File: src/rtl/out_drain.sv
// Purpose: drains a programmed range of outmem rows and streams each row's lanes over valid/ready.
// Latency: start -> first o_valid in 3 cycles; col+2 cycles per row with o_ready held high.
// Backpressure: o_valid holds lane data, row and column stable until o_ready accepts it.
// Optional feature: define OUT_DRAIN_SAT_EN to shift and saturate each lane to signed 16-bit at capture.
module out_drain #(
  parameter int bw       = 8,
  parameter int bw_psum  = 20,
  parameter int col      = 8,
  parameter int shift    = 8
) (
  input  logic                                   clk,
  input  logic                                   reset,
  input  logic                                   start,
  input  logic [3:0]                             base_addr,
  input  logic [4:0]                             num_rows,
  output logic                                   outmem_rd,
  output logic [3:0]                             outmem_add,
  input  logic [(bw_psum+bw+4)*col-1:0]          outmem_q,
  output logic [bw_psum+bw+4-1:0]                o_data,
  output logic                                   o_valid,
  input  logic                                   o_ready,
  output logic [3:0]                             o_row,
  output logic [((col > 1) ? $clog2(col) : 1)-1:0] o_col,
  output logic                                   o_last,
  output logic                                   busy,
  output logic                                   done
);

  localparam int bw_out = bw_psum + bw + 4;
  localparam int CW     = (col > 1) ? $clog2(col) : 1;
  localparam logic [CW-1:0] LAST_COL = CW'(col - 1);

  typedef enum logic [2:0] {
    S_IDLE,
    S_READ,
    S_WAIT,
    S_SEND,
    S_DONE
  } state_t;

  state_t                  state;
  state_t                  state_nxt;
  logic [3:0]              base_q;
  logic [4:0]              nrows_q;
  logic [4:0]              row_cnt;
  logic [4:0]              row_cnt_inc;
  logic [CW-1:0]           col_idx;
  logic [3:0]              add_q;
  logic [3:0]              rd_addr;
  logic [4:0]              nrows_clamped;
  logic [bw_out*col-1:0]   row_buf;
  logic                    last_col;
  logic                    accept;

`ifdef OUT_DRAIN_SAT_EN
  localparam logic signed [bw_out-1:0] SAT_MAX = bw_out'(32767);
  localparam logic signed [bw_out-1:0] SAT_MIN = -bw_out'(32768);

  // Arithmetic shift then clamp to the signed 16-bit range, sign-extended to lane width.
  function automatic logic [bw_out-1:0] lane_xform(input logic [bw_out-1:0] v);
    logic signed [bw_out-1:0] s;
    s = $signed(v) >>> shift;
    if (s > SAT_MAX) begin
      return SAT_MAX;
    end
    if (s < SAT_MIN) begin
      return SAT_MIN;
    end
    return s;
  endfunction
`else
  // Raw lane pass-through; shift only matters when saturation is built in.
  function automatic logic [bw_out-1:0] lane_xform(input logic [bw_out-1:0] v);
    return v;
  endfunction

  logic unused_shift;
  assign unused_shift = (shift != 0);
`endif

  assign rd_addr       = 4'(base_q + row_cnt[3:0]);
  assign row_cnt_inc   = 5'(row_cnt + 5'd1);
  assign nrows_clamped = (num_rows > 5'd16) ? 5'd16 : num_rows;
  assign last_col      = (col_idx == LAST_COL);
  assign accept        = (state == S_SEND) && o_ready;

  // Address bus shows the live read address in READ and otherwise holds the last one driven.
  assign outmem_add = (state == S_READ) ? rd_addr : add_q;
  assign o_data     = row_buf[int'(col_idx)*bw_out +: bw_out];
  assign o_row      = add_q;
  assign o_col      = col_idx;
  assign o_last     = o_valid && last_col && (row_cnt_inc == nrows_q);

  // State register; reset aborts any drain in progress.
  always_ff @(posedge clk) begin
    if (reset) begin
      state <= S_IDLE;
    end else begin
      state <= state_nxt;
    end
  end

  // Next-state and strobe decode.
  always_comb begin
    state_nxt = state;
    outmem_rd = 1'b0;
    o_valid   = 1'b0;
    done      = 1'b0;
    busy      = (state != S_IDLE);
    case (state)
      S_IDLE: begin
        if (start) begin
          state_nxt = (num_rows == 5'd0) ? S_DONE : S_READ;
        end
      end
      S_READ: begin
        outmem_rd = 1'b1;
        state_nxt = S_WAIT;
      end
      S_WAIT: begin
        state_nxt = S_SEND;
      end
      S_SEND: begin
        o_valid = 1'b1;
        if (o_ready && last_col) begin
          state_nxt = (row_cnt_inc == nrows_q) ? S_DONE : S_READ;
        end
      end
      S_DONE: begin
        done      = 1'b1;
        state_nxt = S_IDLE;
      end
      default: begin
        state_nxt = S_IDLE;
      end
    endcase
  end

  // Datapath: latch the request, track row/lane counters, capture the returned row.
  always_ff @(posedge clk) begin
    if (reset) begin
      base_q  <= '0;
      nrows_q <= '0;
      row_cnt <= '0;
      col_idx <= '0;
      add_q   <= '0;
      row_buf <= '0;
    end else begin
      case (state)
        S_IDLE: begin
          if (start) begin
            base_q  <= base_addr;
            nrows_q <= nrows_clamped;
            row_cnt <= '0;
            col_idx <= '0;
          end
        end
        S_READ: begin
          add_q <= rd_addr;
        end
        S_WAIT: begin
          // outmem_q carries the row requested last cycle; it may change afterwards.
          for (int k = 0; k < col; k++) begin
            row_buf[k*bw_out +: bw_out] <= lane_xform(outmem_q[k*bw_out +: bw_out]);
          end
          col_idx <= '0;
        end
        S_SEND: begin
          if (accept) begin
            if (last_col) begin
              col_idx <= '0;
              row_cnt <= row_cnt_inc;
            end else begin
              col_idx <= col_idx + 1'b1;
            end
          end
        end
        default: begin
        end
      endcase
    end
  end

endmodule

File: config.mk
export PLATFORM = sky130hd
export DESIGN_NAME = out_drain
export DESIGN_NICKNAME = d
export VERILOG_FILES = /design/src/rtl/out_drain.sv
export SDC_FILE = /design/constraint.sdc
export NUM_CORES = 1
export LEC_CHECK = 0
export BUFFER_PORTS_ARGS = -buffer_cell sky130_fd_sc_hd__buf_2
export CAP_MARGIN = 15
export CORE_ASPECT_RATIO = 0.75
export CORE_MARGIN = 2
export CORE_UTILIZATION = 48
export DETAILED_ROUTE_END_ITERATION = 8
export PLACE_DENSITY_LB_ADDON = 0.15
export SYNTH_ARGS = -nofsm -noshare
export SYNTH_HDL_FRONTEND = slang
export SYNTH_SLANG_ARGS = --single-unit
File: constraint.sdc
create_clock -name clk -period 1.4 [get_ports clk]
set_input_delay 0.07 -clock clk [delete_from_list [all_inputs] [get_ports clk]]
set_output_delay 0.07 -clock clk [all_outputs]
set_load 0.02 [all_outputs]
==> results of run 1 <==
-- synthesized netlist by cell type (3+ instances only) --
cell      number
mux2_2        33
clkbuf_1      38
mux4_2        64
buf_2         61
buf_6          5
inv_1          5
o21ai_1        3
a21oi_1      274
nor3_1         5
nand2_1      529
xnor2_1        5
nor2b_1        6
dfxtp_1      280
nand3_1       12
buf_1          6
xor2_1         3
nor3b_1        6
o21ai_0        4
nor2_1        15
ha_1           6
-- metrics by stage --
stage | instances | util [%]
after global placement | 1988 | 58.5
after floorplan | 1388 | -
after detailed placement | 1988 | 58.5
after CTS | 2409 | 86.4
-- logic make-up after synthesis --
logic type | count (synthesis) | share of synthesized area (%)
simple gates | 585 | 19.4
compound gates | 291 | 12.5
flops | 280 | 46.8
buf+inv | 119 | 4.76
mux | 98 | 15.2
xor+xnor | 8 | 0.585
fa+ha+maj | 7 | 0.794
-- layer usage --
metal / overflow / track usage (%)
met1: 0 / 71.3
met3: 0 / 56.0
met5: 0 / 6.59
met2: 3 / 94.7
met4: 3 / 85.6
-- timing repair --
item | in CTS
cloned | 47
hold buffers | 269
setup endpoints to repair | 310
pin swaps | 150
setup buffers | 53
gates resized for setup | 384
endpoints found under the hold margin | 272
==> out/metrics.cfg, run 1 <==
[status]
status = aborted with a tool error
lastStage = global routing
stop_error = [ERROR GRT-0232] Routing congestion too high. Check the congestion heatmap in the GUI.

[grt]
gr-total-overflow = 6
gr-usage-all-layers_pct = 74.4
grt_max_degree = 91

[clock_network]
numClockSinks = 280
clock-root-buffer = clkbuf_16
cts-buffers-inserted = 28
htreeDepth = 1
cts.path.max_buffers = 3

[die]
rows = 50
pin_count = 317
die_w_um = 186
initial_core_util_pct = 48.5
die_y_um = 141

[placement]
place.gp.congestion = 0.920
placed_area_um2 = 14500
pre_cts_ws_ns = -0.345
dp_hpwl_mm = 28.4
io_buffers = 316

[yosys]
synthCells = 1388
yosysTopAreaCell = dfxtp_1
synth-seq-cells = 280
yosys.cell_types.count = 42
ys_warn_count = 0
synth_edf_count = 0
synth_fp_nets = 1664
ys_seq_area_share_pct = 46.8
synth_area_um2 = 12000
synth.avg_cell_area_um2 = 8.63
synthTopCellsByArea = dfxtp_1 (47%), nand2_1 (17%), mux4_2 (12%)
ys_async_sr_fraction_pct = 0
synth_flop_cell = dfxtp_1
yosysTopAreaCellShare_pct = 46.8

[sta]
grt_repair_worst_endpoint = o_data[24]
worst_endpoint_kind = primary output

==> run 2, diff against run 1 <==
Settings changed: CORE_ASPECT_RATIO 0.75 to not set, CORE_UTILIZATION 48 to 40.
Clock period 1.4 ns to 1.82 ns, I/O delays scaled along.
==> run 2 against run 1 <==
Net effect:
- the flow now finishes, with violations (negative setup slack)
- area after synthesis did not move
- synthesized cell count did not move
==> out/metrics.cfg, run 2 <==
[yosys]
ys_seq_area_share_pct = 46.8  ; unchanged
ys_warn_count = 0  ; unchanged
synth_top_family_by_area = simple AND/OR/NAND/NOR gates  ; unchanged
yosysTopAreaCellShare_pct = 46.8  ; unchanged
synth_area_um2 = 12000  ; unchanged
synthTopCellsByArea = dfxtp_1 (47%), nand2_1 (17%), mux4_2 (12%)  ; unchanged
ys_top_cells_by_count = nand2_1 (529), dfxtp_1 (280), a21oi_1 (274)  ; unchanged
synth.avg_cell_area_um2 = 8.63  ; unchanged
synth-compound-area-share_pct = 12.5  ; unchanged
synth_xor_area_share_pct = 0.585  ; unchanged
synth_flop_cell = dfxtp_1  ; unchanged
synth_edf_count = 0  ; unchanged
yosys.cell_types.count = 42  ; unchanged
synth_fp_nets = 1664  ; unchanged
post-synth-top-count-cell = nand2_1  ; unchanged
synth-seq-cells = 280  ; unchanged
yosys.area_share.simple_pct = 19.4  ; unchanged
synth_mux_area_share_pct = 15.2  ; unchanged
synth_fa_ha_area_share_pct = 0.794  ; unchanged
ys_async_sr_fraction_pct = 0  ; unchanged
yosysTopAreaCell = dfxtp_1  ; unchanged
synthCells = 1388  ; unchanged

[sta]
period_share_pct = 129
worstMarginPinSlew_ns = 0.547
final_hold_viol_count = 0
timing.fmax_mhz = 426
rsz0062_at_grt = true
period_minus_slack_ns = 2.35
maxSlewHeadroom_pct = 63.5
drv_slew = 0
fin_skew_ns = 0.0121
setup_violations = 43
setup_slack_ns = -0.526
finalSetupTns_ns = -16.01
fin_hold_ws_ns = 0.0667

[clock_network]
numClockSinks = 280  ; unchanged
htreeDepth = 1  ; unchanged
cts.path.max_buffers = 3  ; unchanged
clock-root-buffer = clkbuf_16  ; unchanged
clkLatencyLatePin_ns = 0.55
cts-buffers-inserted = 30  ; was 28
clk_pin_slew_ns = 0.06
cts_tree = yes

[final_layout]
final_common_cell = nand2_1
final_cell_mix = nand2_1 (525), buf_2 (276), dlygate4sd3_1 (269)
largest_registers = row_buf: 256 flops, nrows_q: 5 flops, row_cnt: 5 flops
instances_no_fill = 2378
fin_util_pct = 63.5
fin_nets = 2235
fillers = 2442
largest_reg_flops = 256
regMostFlops = row_buf
drive_above_1_share_pct = 29.6
syn2layout_area_growth_pct = 56.7

[pwr]
p_comb_share_pct = 16.3
pwr_density_cell_nw_per_um2 = 862
clockPowerShare_pct = 42.1
p_switching_w = 0.00401
peakVddDrop_v = 0.000687
swShare_pct = 24.8
seqPwrFrac_pct = 41.6
cellInternalPower_w = 0.0122
p_leak_nw = 7.39

[route]
avgViaCountPerCell = 5.09
wl_per_cell_um = 17.9
drcViolationCount = 0
ant_nets = 0
drt_iter0_drc = 654
via_count = 12098
firstDrtPassIters = 4
wirelength_mm = 42.5

[grt]
grt_pass1_wl_mm = 64.0
grt_pass1_vias = 12263
antenna_found_initial = 4
grt_max_degree = 114
gr-usage-all-layers_pct = 26.0
gr-total-overflow = 0

[worst_setup_path]
critPathArrivalTime_ns = 2.26
crit_path_end_kind = output pin
worst_setup_path_start_kind = register
crit_fanout = 5
required_ns = 1.73
path_class = register to output pin

[die]
initial_core_util_pct = 40.5  ; was 48.5%
coreArea_um2 = 29600
pin_count = 317  ; unchanged
die_w_um = 177  ; was 186 um
rows = 63  ; was 50
die_y_um = 177  ; was 141 um
die-area_um2 = 31300

[hold_path]
min_path_type = input port to register

[placement]
placedCellCount = 2015  ; was 1988
dp_hpwl_mm = 27.3  ; was 28.4 mm
io_buffers = 316  ; unchanged
place.gp.congestion = 0.836  ; was 0.920

[flow_run]
max_cap_violations = 0

[status]
violations = negative setup slack
status = finished with violations  ; was aborted with a tool error

run 2: cell counts after synthesis:
Identical to the previous run, type by type.
run 2: critical path: stages, from the launching register on:
cell and delay [ns]:
dfxtp_4 0.40, buf_12 0.13, buf_12 0.12, buf_16 0.12
mux4_2 0.50, mux2_4 0.29, buf_6 0.13
run 2: power by group through the flow:
stage	logic [W]	clock network [W]	registers (W)
after floorplan	0.00123	0	0.00677
after global placement	0.00192	0	0.00686
after detailed placement	0.00194	0	0.00687
after CTS	0.00254	0.00693	0.00673
after global routing	0.00287	0.00720	0.00677
final	0.00263	0.00681	0.00673
run 2: what timing repair did:
action                                  4_1_cts  5_1_grt
pin swaps                                    15        7
gates resized for setup                      97       75
gates cloned                                  4        2
buffers inserted                             18       15
hold buffers                                272        1
endpoints found under the setup margin       40       50
endpoints found under the hold margin       269        4
run 2: final cells by class:
class / count / area [um^2] / share of cell area [%]
antenna: 5 / 12.5 / 0.0667
tap: 390 / 488 / 2.60
clock buffer: 41 / 905 / 4.82
inverter: 7 / 28.8 / 0.153
clock inverter: 15 / 225 / 1.20
sequential: 280 / 5640 / 30.0
timing repair buffer: 651 / 5410 / 28.8
multi-input combinational: 989 / 6060 / 32.3
run 2: logic make-up after synthesis:
| group | after synthesis |
|---|---|
| AOI/OAI and AO/OA | 291 |
| buffers and inverters | 119 |
| muxes | 98 |
| DFF | 280 |
| and+or+nand+nor | 585 |
| adders and majority gates | 7 |
| xor gates and xnor gates | 8 |
run 2: final timing paths:
kind | from | end | slack (ns) | cells after the start
worst max-delay path | o_col[0] | o_data[6] | -0.53 | 6
worst min register to register | row_buf[100] | row_buf[100] | 0.45 | 2
worst max register to register | o_col[0] | row_cnt[4] | -0.15 | 11
worst min-delay path | reset | row_buf[229] | 0.07 | 2
run 2: stage by stage:
stage	cell area [um^2]	power (W)	setup WS (ns)
final	18800	0.0162	-0.526
after CTS	18500	0.0162	-0.539
after global placement	14000	0.00878	-0.0161
after global routing	18800	0.0168	-0.591
after floorplan	12000	0.00800	0.0271
after detailed placement	14000	0.00881	-0.0120
run 2: routing by layer:
layer | track usage [%] | wire, um
met2 | 47.9 | 22000
met3 | 4.51 | 2400
met1 | 29.1 | 16100
met4 | 12.0 | 1980
met5 | 0 | 0
Power figures use the tool's default switching activity.
